**src/rtl/panda_risc_v_reg_file_rd_arb_if.sv**
```systemverilog
// Register-file read arbitration bus: decoder read ports, aux reader and physical ports.
// REG_FILE_RD_ARB_STAT_EN adds the stall/preempt statistics counters.
interface panda_risc_v_reg_file_rd_arb_if;
  logic        dcd_reg_file_rd_p0_req;
  logic [4:0]  dcd_reg_file_rd_p0_addr;
  logic        dcd_reg_file_rd_p0_grant;
  logic [31:0] dcd_reg_file_rd_p0_dout;
  logic        dcd_reg_file_rd_p1_req;
  logic [4:0]  dcd_reg_file_rd_p1_addr;
  logic        dcd_reg_file_rd_p1_grant;
  logic [31:0] dcd_reg_file_rd_p1_dout;
  logic        aux_reg_file_rd_req;
  logic [4:0]  aux_reg_file_rd_addr;
  logic        aux_reg_file_rd_grant;
  logic [31:0] aux_reg_file_rd_dout;
  logic [4:0]  reg_file_rd_p0_addr;
  logic [31:0] reg_file_rd_p0_dout;
  logic [4:0]  reg_file_rd_p1_addr;
  logic [31:0] reg_file_rd_p1_dout;
`ifdef REG_FILE_RD_ARB_STAT_EN
  logic [15:0] aux_stall_cnt;
  logic [15:0] dcd_p1_preempt_cnt;
`endif

  modport slave (
    input  dcd_reg_file_rd_p0_req, dcd_reg_file_rd_p0_addr,
    output dcd_reg_file_rd_p0_grant, dcd_reg_file_rd_p0_dout,
    input  dcd_reg_file_rd_p1_req, dcd_reg_file_rd_p1_addr,
    output dcd_reg_file_rd_p1_grant, dcd_reg_file_rd_p1_dout,
    input  aux_reg_file_rd_req, aux_reg_file_rd_addr,
    output aux_reg_file_rd_grant, aux_reg_file_rd_dout,
    output reg_file_rd_p0_addr, reg_file_rd_p1_addr,
    input  reg_file_rd_p0_dout, reg_file_rd_p1_dout
`ifdef REG_FILE_RD_ARB_STAT_EN
    , output aux_stall_cnt, dcd_p1_preempt_cnt
`endif
  );

  modport master (
    output dcd_reg_file_rd_p0_req, dcd_reg_file_rd_p0_addr,
    input  dcd_reg_file_rd_p0_grant, dcd_reg_file_rd_p0_dout,
    output dcd_reg_file_rd_p1_req, dcd_reg_file_rd_p1_addr,
    input  dcd_reg_file_rd_p1_grant, dcd_reg_file_rd_p1_dout,
    output aux_reg_file_rd_req, aux_reg_file_rd_addr,
    input  aux_reg_file_rd_grant, aux_reg_file_rd_dout,
    input  reg_file_rd_p0_addr, reg_file_rd_p1_addr,
    output reg_file_rd_p0_dout, reg_file_rd_p1_dout
`ifdef REG_FILE_RD_ARB_STAT_EN
    , input aux_stall_cnt, dcd_p1_preempt_cnt
`endif
  );
endinterface

```
**src/rtl/panda_risc_v_reg_file_rd_arb.sv**
```systemverilog
// Shares the two physical register-file read ports between decoder RS1/RS2 and an aux reader,
// with a starvation FSM forcing aux onto port 1. Optional statistics: REG_FILE_RD_ARB_STAT_EN.
module panda_risc_v_reg_file_rd_arb #(
  parameter int simulation_delay = 1,
  parameter int STARVE_TH        = 4
) (
  input  logic clk,
  input  logic rst,
  panda_risc_v_reg_file_rd_arb_if.slave bus
);

  typedef enum logic [0:0] {
    ST_NORMAL  = 1'b0,
    ST_STARVED = 1'b1
  } arb_state_t;

  localparam logic [3:0] TH_S    = 4'(STARVE_TH);
  localparam logic [3:0] TH_M1_S = 4'(STARVE_TH - 1);

  if ((STARVE_TH < 1) || (STARVE_TH > 15) || (simulation_delay < 0)) begin : g_bad_param
    $error("panda_risc_v_reg_file_rd_arb: illegal parameter value");
  end

  arb_state_t state_r;
  arb_state_t state_nxt_s;
  logic [3:0] aux_wait_cnt_r;
  logic [3:0] aux_wait_cnt_nxt_s;
  logic       aux_on_p0_s;
  logic       aux_on_p1_s;
  logic       aux_grant_s;
  logic       aux_lose_s;
  logic       dcd_p0_grant_s;
  logic       dcd_p1_grant_s;

  // Same-cycle ownership of the physical ports; nothing is granted while in reset.
  always_comb begin
    aux_on_p0_s = 1'b0;
    aux_on_p1_s = 1'b0;
    if (rst) begin
      aux_on_p0_s = 1'b0;
    end else if (bus.aux_reg_file_rd_req) begin
      if (state_r == ST_STARVED) begin
        aux_on_p1_s = 1'b1;
      end else if (!bus.dcd_reg_file_rd_p0_req) begin
        aux_on_p0_s = 1'b1;
      end else if (!bus.dcd_reg_file_rd_p1_req) begin
        aux_on_p1_s = 1'b1;
      end else begin
        aux_on_p1_s = 1'b0;
      end
    end else begin
      aux_on_p0_s = 1'b0;
    end
    aux_grant_s    = aux_on_p0_s | aux_on_p1_s;
    aux_lose_s     = bus.aux_reg_file_rd_req & ~aux_grant_s;
    dcd_p0_grant_s = ~rst & bus.dcd_reg_file_rd_p0_req;
    dcd_p1_grant_s = ~rst & bus.dcd_reg_file_rd_p1_req & ~aux_on_p1_s;
  end

  assign bus.dcd_reg_file_rd_p0_grant = dcd_p0_grant_s;
  assign bus.dcd_reg_file_rd_p1_grant = dcd_p1_grant_s;
  assign bus.aux_reg_file_rd_grant    = aux_grant_s;
  // Unowned ports fall back to the decoder address to keep decoder paths short.
  assign bus.reg_file_rd_p0_addr = aux_on_p0_s ? bus.aux_reg_file_rd_addr : bus.dcd_reg_file_rd_p0_addr;
  assign bus.reg_file_rd_p1_addr = aux_on_p1_s ? bus.aux_reg_file_rd_addr : bus.dcd_reg_file_rd_p1_addr;
  assign bus.dcd_reg_file_rd_p0_dout = bus.reg_file_rd_p0_dout;
  assign bus.dcd_reg_file_rd_p1_dout = bus.reg_file_rd_p1_dout;
  assign bus.aux_reg_file_rd_dout    = aux_on_p0_s ? bus.reg_file_rd_p0_dout :
                                       (aux_on_p1_s ? bus.reg_file_rd_p1_dout : 32'h0000_0000);

  // Starvation FSM and wait counter next-state logic.
  always_comb begin
    state_nxt_s        = state_r;
    aux_wait_cnt_nxt_s = aux_wait_cnt_r;
    case (state_r)
      ST_NORMAL: begin
        if (aux_lose_s) begin
          if (aux_wait_cnt_r == TH_M1_S) begin
            state_nxt_s        = ST_STARVED;
            aux_wait_cnt_nxt_s = TH_S;
          end else begin
            aux_wait_cnt_nxt_s = aux_wait_cnt_r + 4'd1;
          end
        end else begin
          aux_wait_cnt_nxt_s = 4'd0;
        end
      end
      ST_STARVED: begin
        state_nxt_s        = ST_NORMAL;
        aux_wait_cnt_nxt_s = 4'd0;
      end
      default: begin
        state_nxt_s        = ST_NORMAL;
        aux_wait_cnt_nxt_s = 4'd0;
      end
    endcase
  end

  // FSM state and wait counter registers.
  always_ff @(posedge clk or posedge rst) begin
    if (rst) begin
      state_r        <= ST_NORMAL;
      aux_wait_cnt_r <= 4'd0;
    end else begin
      state_r        <= state_nxt_s;
      aux_wait_cnt_r <= aux_wait_cnt_nxt_s;
    end
  end

`ifdef REG_FILE_RD_ARB_STAT_EN
  logic [15:0] aux_stall_cnt_r;
  logic [15:0] dcd_p1_preempt_cnt_r;
  logic        dcd_p1_preempt_s;

  assign dcd_p1_preempt_s = bus.dcd_reg_file_rd_p1_req & aux_on_p1_s & (state_r == ST_STARVED);

  // Saturating statistics counters.
  always_ff @(posedge clk or posedge rst) begin
    if (rst) begin
      aux_stall_cnt_r      <= 16'd0;
      dcd_p1_preempt_cnt_r <= 16'd0;
    end else begin
      if (aux_lose_s && (aux_stall_cnt_r != 16'hFFFF)) begin
        aux_stall_cnt_r <= aux_stall_cnt_r + 16'd1;
      end
      if (dcd_p1_preempt_s && (dcd_p1_preempt_cnt_r != 16'hFFFF)) begin
        dcd_p1_preempt_cnt_r <= dcd_p1_preempt_cnt_r + 16'd1;
      end
    end
  end

  assign bus.aux_stall_cnt      = aux_stall_cnt_r;
  assign bus.dcd_p1_preempt_cnt = dcd_p1_preempt_cnt_r;
`endif

endmodule

```
**src/flat_wrapper.sv**
```systemverilog
// flat-port wrapper written by rule: the top's interface ports become plain ports
module panda_risc_v_reg_file_rd_arb_flat 
#(
  parameter int simulation_delay = 1,
  parameter int STARVE_TH        = 4
)
  (clk, rst, bus_dcd_reg_file_rd_p0_req, bus_dcd_reg_file_rd_p0_addr, bus_dcd_reg_file_rd_p0_grant, bus_dcd_reg_file_rd_p0_dout, bus_dcd_reg_file_rd_p1_req, bus_dcd_reg_file_rd_p1_addr, bus_dcd_reg_file_rd_p1_grant, bus_dcd_reg_file_rd_p1_dout, bus_aux_reg_file_rd_req, bus_aux_reg_file_rd_addr, bus_aux_reg_file_rd_grant, bus_aux_reg_file_rd_dout, bus_reg_file_rd_p0_addr, bus_reg_file_rd_p1_addr, bus_reg_file_rd_p0_dout, bus_reg_file_rd_p1_dout);
  panda_risc_v_reg_file_rd_arb_if bus_i ();
  input  logic clk;
  input  logic rst;
  input wire logic [$bits(bus_i.dcd_reg_file_rd_p0_req)-1:0] bus_dcd_reg_file_rd_p0_req;
  input wire logic [$bits(bus_i.dcd_reg_file_rd_p0_addr)-1:0] bus_dcd_reg_file_rd_p0_addr;
  output wire logic [$bits(bus_i.dcd_reg_file_rd_p0_grant)-1:0] bus_dcd_reg_file_rd_p0_grant;
  output wire logic [$bits(bus_i.dcd_reg_file_rd_p0_dout)-1:0] bus_dcd_reg_file_rd_p0_dout;
  input wire logic [$bits(bus_i.dcd_reg_file_rd_p1_req)-1:0] bus_dcd_reg_file_rd_p1_req;
  input wire logic [$bits(bus_i.dcd_reg_file_rd_p1_addr)-1:0] bus_dcd_reg_file_rd_p1_addr;
  output wire logic [$bits(bus_i.dcd_reg_file_rd_p1_grant)-1:0] bus_dcd_reg_file_rd_p1_grant;
  output wire logic [$bits(bus_i.dcd_reg_file_rd_p1_dout)-1:0] bus_dcd_reg_file_rd_p1_dout;
  input wire logic [$bits(bus_i.aux_reg_file_rd_req)-1:0] bus_aux_reg_file_rd_req;
  input wire logic [$bits(bus_i.aux_reg_file_rd_addr)-1:0] bus_aux_reg_file_rd_addr;
  output wire logic [$bits(bus_i.aux_reg_file_rd_grant)-1:0] bus_aux_reg_file_rd_grant;
  output wire logic [$bits(bus_i.aux_reg_file_rd_dout)-1:0] bus_aux_reg_file_rd_dout;
  output wire logic [$bits(bus_i.reg_file_rd_p0_addr)-1:0] bus_reg_file_rd_p0_addr;
  output wire logic [$bits(bus_i.reg_file_rd_p1_addr)-1:0] bus_reg_file_rd_p1_addr;
  input wire logic [$bits(bus_i.reg_file_rd_p0_dout)-1:0] bus_reg_file_rd_p0_dout;
  input wire logic [$bits(bus_i.reg_file_rd_p1_dout)-1:0] bus_reg_file_rd_p1_dout;
  assign bus_i.dcd_reg_file_rd_p0_req = bus_dcd_reg_file_rd_p0_req;
  assign bus_i.dcd_reg_file_rd_p0_addr = bus_dcd_reg_file_rd_p0_addr;
  assign bus_dcd_reg_file_rd_p0_grant = bus_i.dcd_reg_file_rd_p0_grant;
  assign bus_dcd_reg_file_rd_p0_dout = bus_i.dcd_reg_file_rd_p0_dout;
  assign bus_i.dcd_reg_file_rd_p1_req = bus_dcd_reg_file_rd_p1_req;
  assign bus_i.dcd_reg_file_rd_p1_addr = bus_dcd_reg_file_rd_p1_addr;
  assign bus_dcd_reg_file_rd_p1_grant = bus_i.dcd_reg_file_rd_p1_grant;
  assign bus_dcd_reg_file_rd_p1_dout = bus_i.dcd_reg_file_rd_p1_dout;
  assign bus_i.aux_reg_file_rd_req = bus_aux_reg_file_rd_req;
  assign bus_i.aux_reg_file_rd_addr = bus_aux_reg_file_rd_addr;
  assign bus_aux_reg_file_rd_grant = bus_i.aux_reg_file_rd_grant;
  assign bus_aux_reg_file_rd_dout = bus_i.aux_reg_file_rd_dout;
  assign bus_reg_file_rd_p0_addr = bus_i.reg_file_rd_p0_addr;
  assign bus_reg_file_rd_p1_addr = bus_i.reg_file_rd_p1_addr;
  assign bus_i.reg_file_rd_p0_dout = bus_reg_file_rd_p0_dout;
  assign bus_i.reg_file_rd_p1_dout = bus_reg_file_rd_p1_dout;
  panda_risc_v_reg_file_rd_arb #(.simulation_delay(simulation_delay), .STARVE_TH(STARVE_TH)) u_core (.clk(clk), .rst(rst), .bus(bus_i));
endmodule
```
**config.mk**
```make
export PLATFORM = sky130hd
export DESIGN_NAME = panda_risc_v_reg_file_rd_arb_flat
export DESIGN_NICKNAME = d
export VERILOG_FILES = /design/src/rtl/panda_risc_v_reg_file_rd_arb_if.sv /design/src/rtl/panda_risc_v_reg_file_rd_arb.sv /design/src/flat_wrapper.sv
export SDC_FILE = /design/constraint.sdc
export NUM_CORES = 1
export LEC_CHECK = 0
export BUFFER_PORTS_ARGS = -buffer_cell sky130_fd_sc_hd__buf_2
export CORE_AREA = 2 2 75 77
export CTS_BUF_LIST = sky130_fd_sc_hd__clkbuf_8
export CTS_CLUSTER_DIAMETER = 100
export DETAILED_ROUTE_END_ITERATION = 7
export DIE_AREA = 0 0 77 79
export PLACE_DENSITY = 0.7
export SYNTH_ARGS = -nofsm -noshare
export SYNTH_HDL_FRONTEND = slang
export SYNTH_SLANG_ARGS = --single-unit
```
**constraint.sdc**
```tcl
create_clock -name clk -period 1.2 [get_ports clk]
set_input_delay 0.06 -clock clk [delete_from_list [all_inputs] [get_ports clk]]
set_output_delay 0.06 -clock clk [all_outputs]
set_load 0.05 [all_outputs]
```
==> metrics.csv <==
stage;metric;value;unit
sta;maxSlewViolCount;0;
floorplanning;start_util;0.227;
sta;maxSlewHeadroom;0.828;
detailed_routing;wl;4850;um
power;pwr-share-clk;0.166;
floorplanning;io_pins;193;
clocking;h-tree-depth;1;
power;power_density;764;nW/um^2
finish;utilization;0.457;
sta;fin_ws;-0.389;ns
floorplanning;die_x;77;um
detailed_routing;ant_nets;0;
yosys;yosys_warnings;0;
global_route;grt_max_degree;17;
global_route;grt_overflow;0;
power;pwr-share-comb;0.737;
power;leakagePower;1.39;nW
power;switching_power;1.01;mW
sta;rsz0062_at_grt;yes;
clocking;cts_buffers;3;
power;sw_frac_of_total;0.543;
finish;syn_to_final_growth;101;%
yosys;synth_fp_nets;225;
critical_path;path_cells;inv_2 > a21oi_4 > buf_12 > mux2_4 > buf_8;
yosys;postSynthCellCount;140;
critical_path;cp.required;1.14;ns
global_route;antenna_found_initial;0;
power;p_int;0.852;mW
detailed_routing;drt_iter0_drc;25;
place;gp_congestion;0.761;
critical_path;start_kind;register;
power;vdd_drop_max;0.000567;V
critical_path;critPathKind;reg2out;
critical_path;critPathArrivalTime;1.53;ns
place;portBuffers;192;
detailed_routing;avgViaCountPerCell;4.25;
finish;final_area;2440;um^2
sta;hold_viol_final;0;
critical_path;reg2reg_slack;0.09;ns
clocking;cts_root_buf;clkbuf_8;
critical_path;cp_num_buf_inv;3;
clocking;cts_tree;done;
finish;diodes;0;
sta;whs;0.250;ns
power;power;1.86;mW
floorplanning;rows;27;
floorplanning;die_h;79;um
critical_path;crit_path_max_fanout;6;
place;dpl_cell_area;2010;um^2
hold_path;hold_class;in2reg;
sta;fin_crit;1.59;ns
sta;setup_viol;44;
yosys;netlist_area;1210;um^2
sta;fin_setup_tns;-14.42;ns
detailed_routing;vias;1507;
sta;fin_skew;0.00401;ns
critical_path;critPathCaptureType;primary output;
floorplanning;dieArea;6080;um^2
place;dp_hpwl;3680;um
critical_path;slowest_stage;dfrtp_1;
detailed_routing;wl_per_cell;13.7;um
run;drv_cap;0;
sta;max_freq;629;MHz
power;p_seq_frac;0.097;
sta;finalCritPeriodShare;1.32;
clocking;path_clk_slew;0.04;ns
critical_path;cp_slowest_stage_delay;0.39;ns
floorplanning;core_area;5340;um^2
finish;drive_gt1_frac;0.922;
global_route;grt_use_total;0.142;
sta;worst_slew_pin_slew;0.259;ns
clocking;clk_latency;0.23;ns
yosys;ys_seq_elements;5;
finish;finalNetCount;369;
detailed_routing;drcViolationCount;0;
run_status;violations;setup timing;
clocking;cts_sinks;5;
yosys;syn_area_per_cell;8.65;um^2
global_route;grt_first_pass_wirelength;7110;um
yosys;synth.distinct_cells;22;
yosys;ys_seq_area_frac;0.103;
global_route;grt_pass1_vias;1478;
critical_path;cpLargestDelayFamily;flip-flops;
run_status;status;finished, violations left;
clocking;clockBufferDepth;2;
detailed_routing;dr.pass1.iters;3;
[power groups by stage]
stage	Sequential, mW	Combinational, mW	Clock [mW]
after floorplan	0.180	1.02	0
after global placement	0.181	1.22	0
after detailed placement	0.181	1.23	0
after CTS	0.179	1.37	0.320
after global routing	0.181	1.43	0.327
final	0.180	1.37	0.309
[synth_stat cells]
| library cell | n | share of area |
|---|---|---|
| xor2_1 | 1 | 0.0072 |
| inv_1 | 3 | 0.0093 |
| buf_4 | 67 | 0.42 |
| nand2b_1 | 1 | 0.0052 |
| a31oi_1 | 1 | 0.0052 |
| and2b_1 | 1 | 0.0062 |
| nand3_1 | 2 | 0.0083 |
| nor2_1 | 3 | 0.0093 |
| a21o_1 | 1 | 0.0062 |
| nor3_4 | 1 | 0.013 |
| buf_2 | 1 | 0.0041 |
| buf_6 | 3 | 0.028 |
| nor2b_1 | 1 | 0.0052 |
| dfrtp_1 | 5 | 0.10 |
| a21oi_1 | 1 | 0.0041 |
| ha_1 | 1 | 0.010 |
| nor3_1 | 1 | 0.0041 |
| a22o_1 | 32 | 0.23 |
| nand2b_4 | 1 | 0.011 |
| mux2_2 | 10 | 0.093 |
| xnor2_1 | 1 | 0.0072 |
| nor3b_1 | 2 | 0.012 |
[stage by stage]
stage,setup slack (ns),std cells
after floorplan,-0.131,140
after global placement,-0.189,345
after detailed placement,-0.227,345
after CTS,-0.434,354
after global routing,-0.435,355
final,-0.389,355
[sequential cells by signal, indices dropped and copies added, names as in the netlist]
register,cells
u_core.aux_wait_cnt_r,4
u_core.state_r,1
[routing by layer]
layer / routed length, um / GRT usage
met1: 1760 / 0.155
met2: 2700 / 0.282
met3: 328 / 0.0193
met4: 58 / 0.0429
met5: 0 / 0
[cell usage in the layout (no fill, tap or decap)]
cell type,count
buf_4,25
a31oi_4,1
nor3_1,1
nand2b_4,1
nor2_1,3
buf_2,148
dlygate4sd3_1,1
xor2_1,1
inv_1,3
ha_1,1
clkbuf_4,1
buf_6,24
a21o_1,1
inv_2,1
a21oi_4,1
nand3_1,2
a22o_4,13
dfrtp_1,5
clkbuf_8,3
nor3_4,1
nor3b_2,1
a22o_2,19
buf_8,7
nand2b_1,1
buf_12,2
nor3b_4,1
and2b_1,1
nor2b_1,1
xnor2_1,1
buf_16,2
mux2_4,10
[worst register-to-register path, cell delays in order, from the launching register on]
cell	delay [ns]
dfrtp_1	0.40
inv_2	0.09
buf_4	0.12
nand3_1	0.16
nor3_1	0.24
[kinds of logic (layout without fill, tap and decap cells)]
logic type | after synthesis | after routing | share of synthesized area
and+or+nand+nor | 13 | 13 | 0.0754
AOI/OAI and AO/OA | 35 | 35 | 0.247
adders and majority gates | 1 | 1 | 0.0103
buffers and inverters | 74 | 217 | 0.457
DFF | 5 | 5 | 0.103
xor gates and xnor gates | 2 | 2 | 0.0145
muxes | 10 | 10 | 0.0930
[timing repair]
| item | in CTS | in global routing |
|---|---|---|
| hold buffers | 1 | 0 |
| buffers inserted | 3 | 1 |
| cloned | 2 | 0 |
| pin swaps | 3 | 2 |
| gates resized for setup | 89 | 4 |
| hold endpoints to repair | 5 | 0 |
| endpoints found under the setup margin | 44 | 45 |
[final cells by class]
cell class	count	area, um^2
Fill cell	549	2900
Timing Repair Buffer	210	1420
Multi-Input combinational cell	61	751
Sequential cell	5	125
Tap cell	72	90.1
Clock buffer	3	41.3
Inverter	3	11.3
Clock inverter	1	3.75
[final timing paths]
check,from,depth (start not counted),end
max,u_core.state_r,5,bus_reg_file_rd_p1_addr[3]
min,bus_aux_reg_file_rd_req,3,u_core.aux_wait_cnt_r[1]
max reg2reg,u_core.state_r,4,u_core.aux_wait_cnt_r[0]
min reg2reg,u_core.aux_wait_cnt_r[0],1,u_core.aux_wait_cnt_r[0]
max in group asynchronous,rst,4,u_core.aux_wait_cnt_r[2]
min in group asynchronous,rst,4,u_core.aux_wait_cnt_r[1]
No activity file was read; power rests on OpenSTA's default activity.
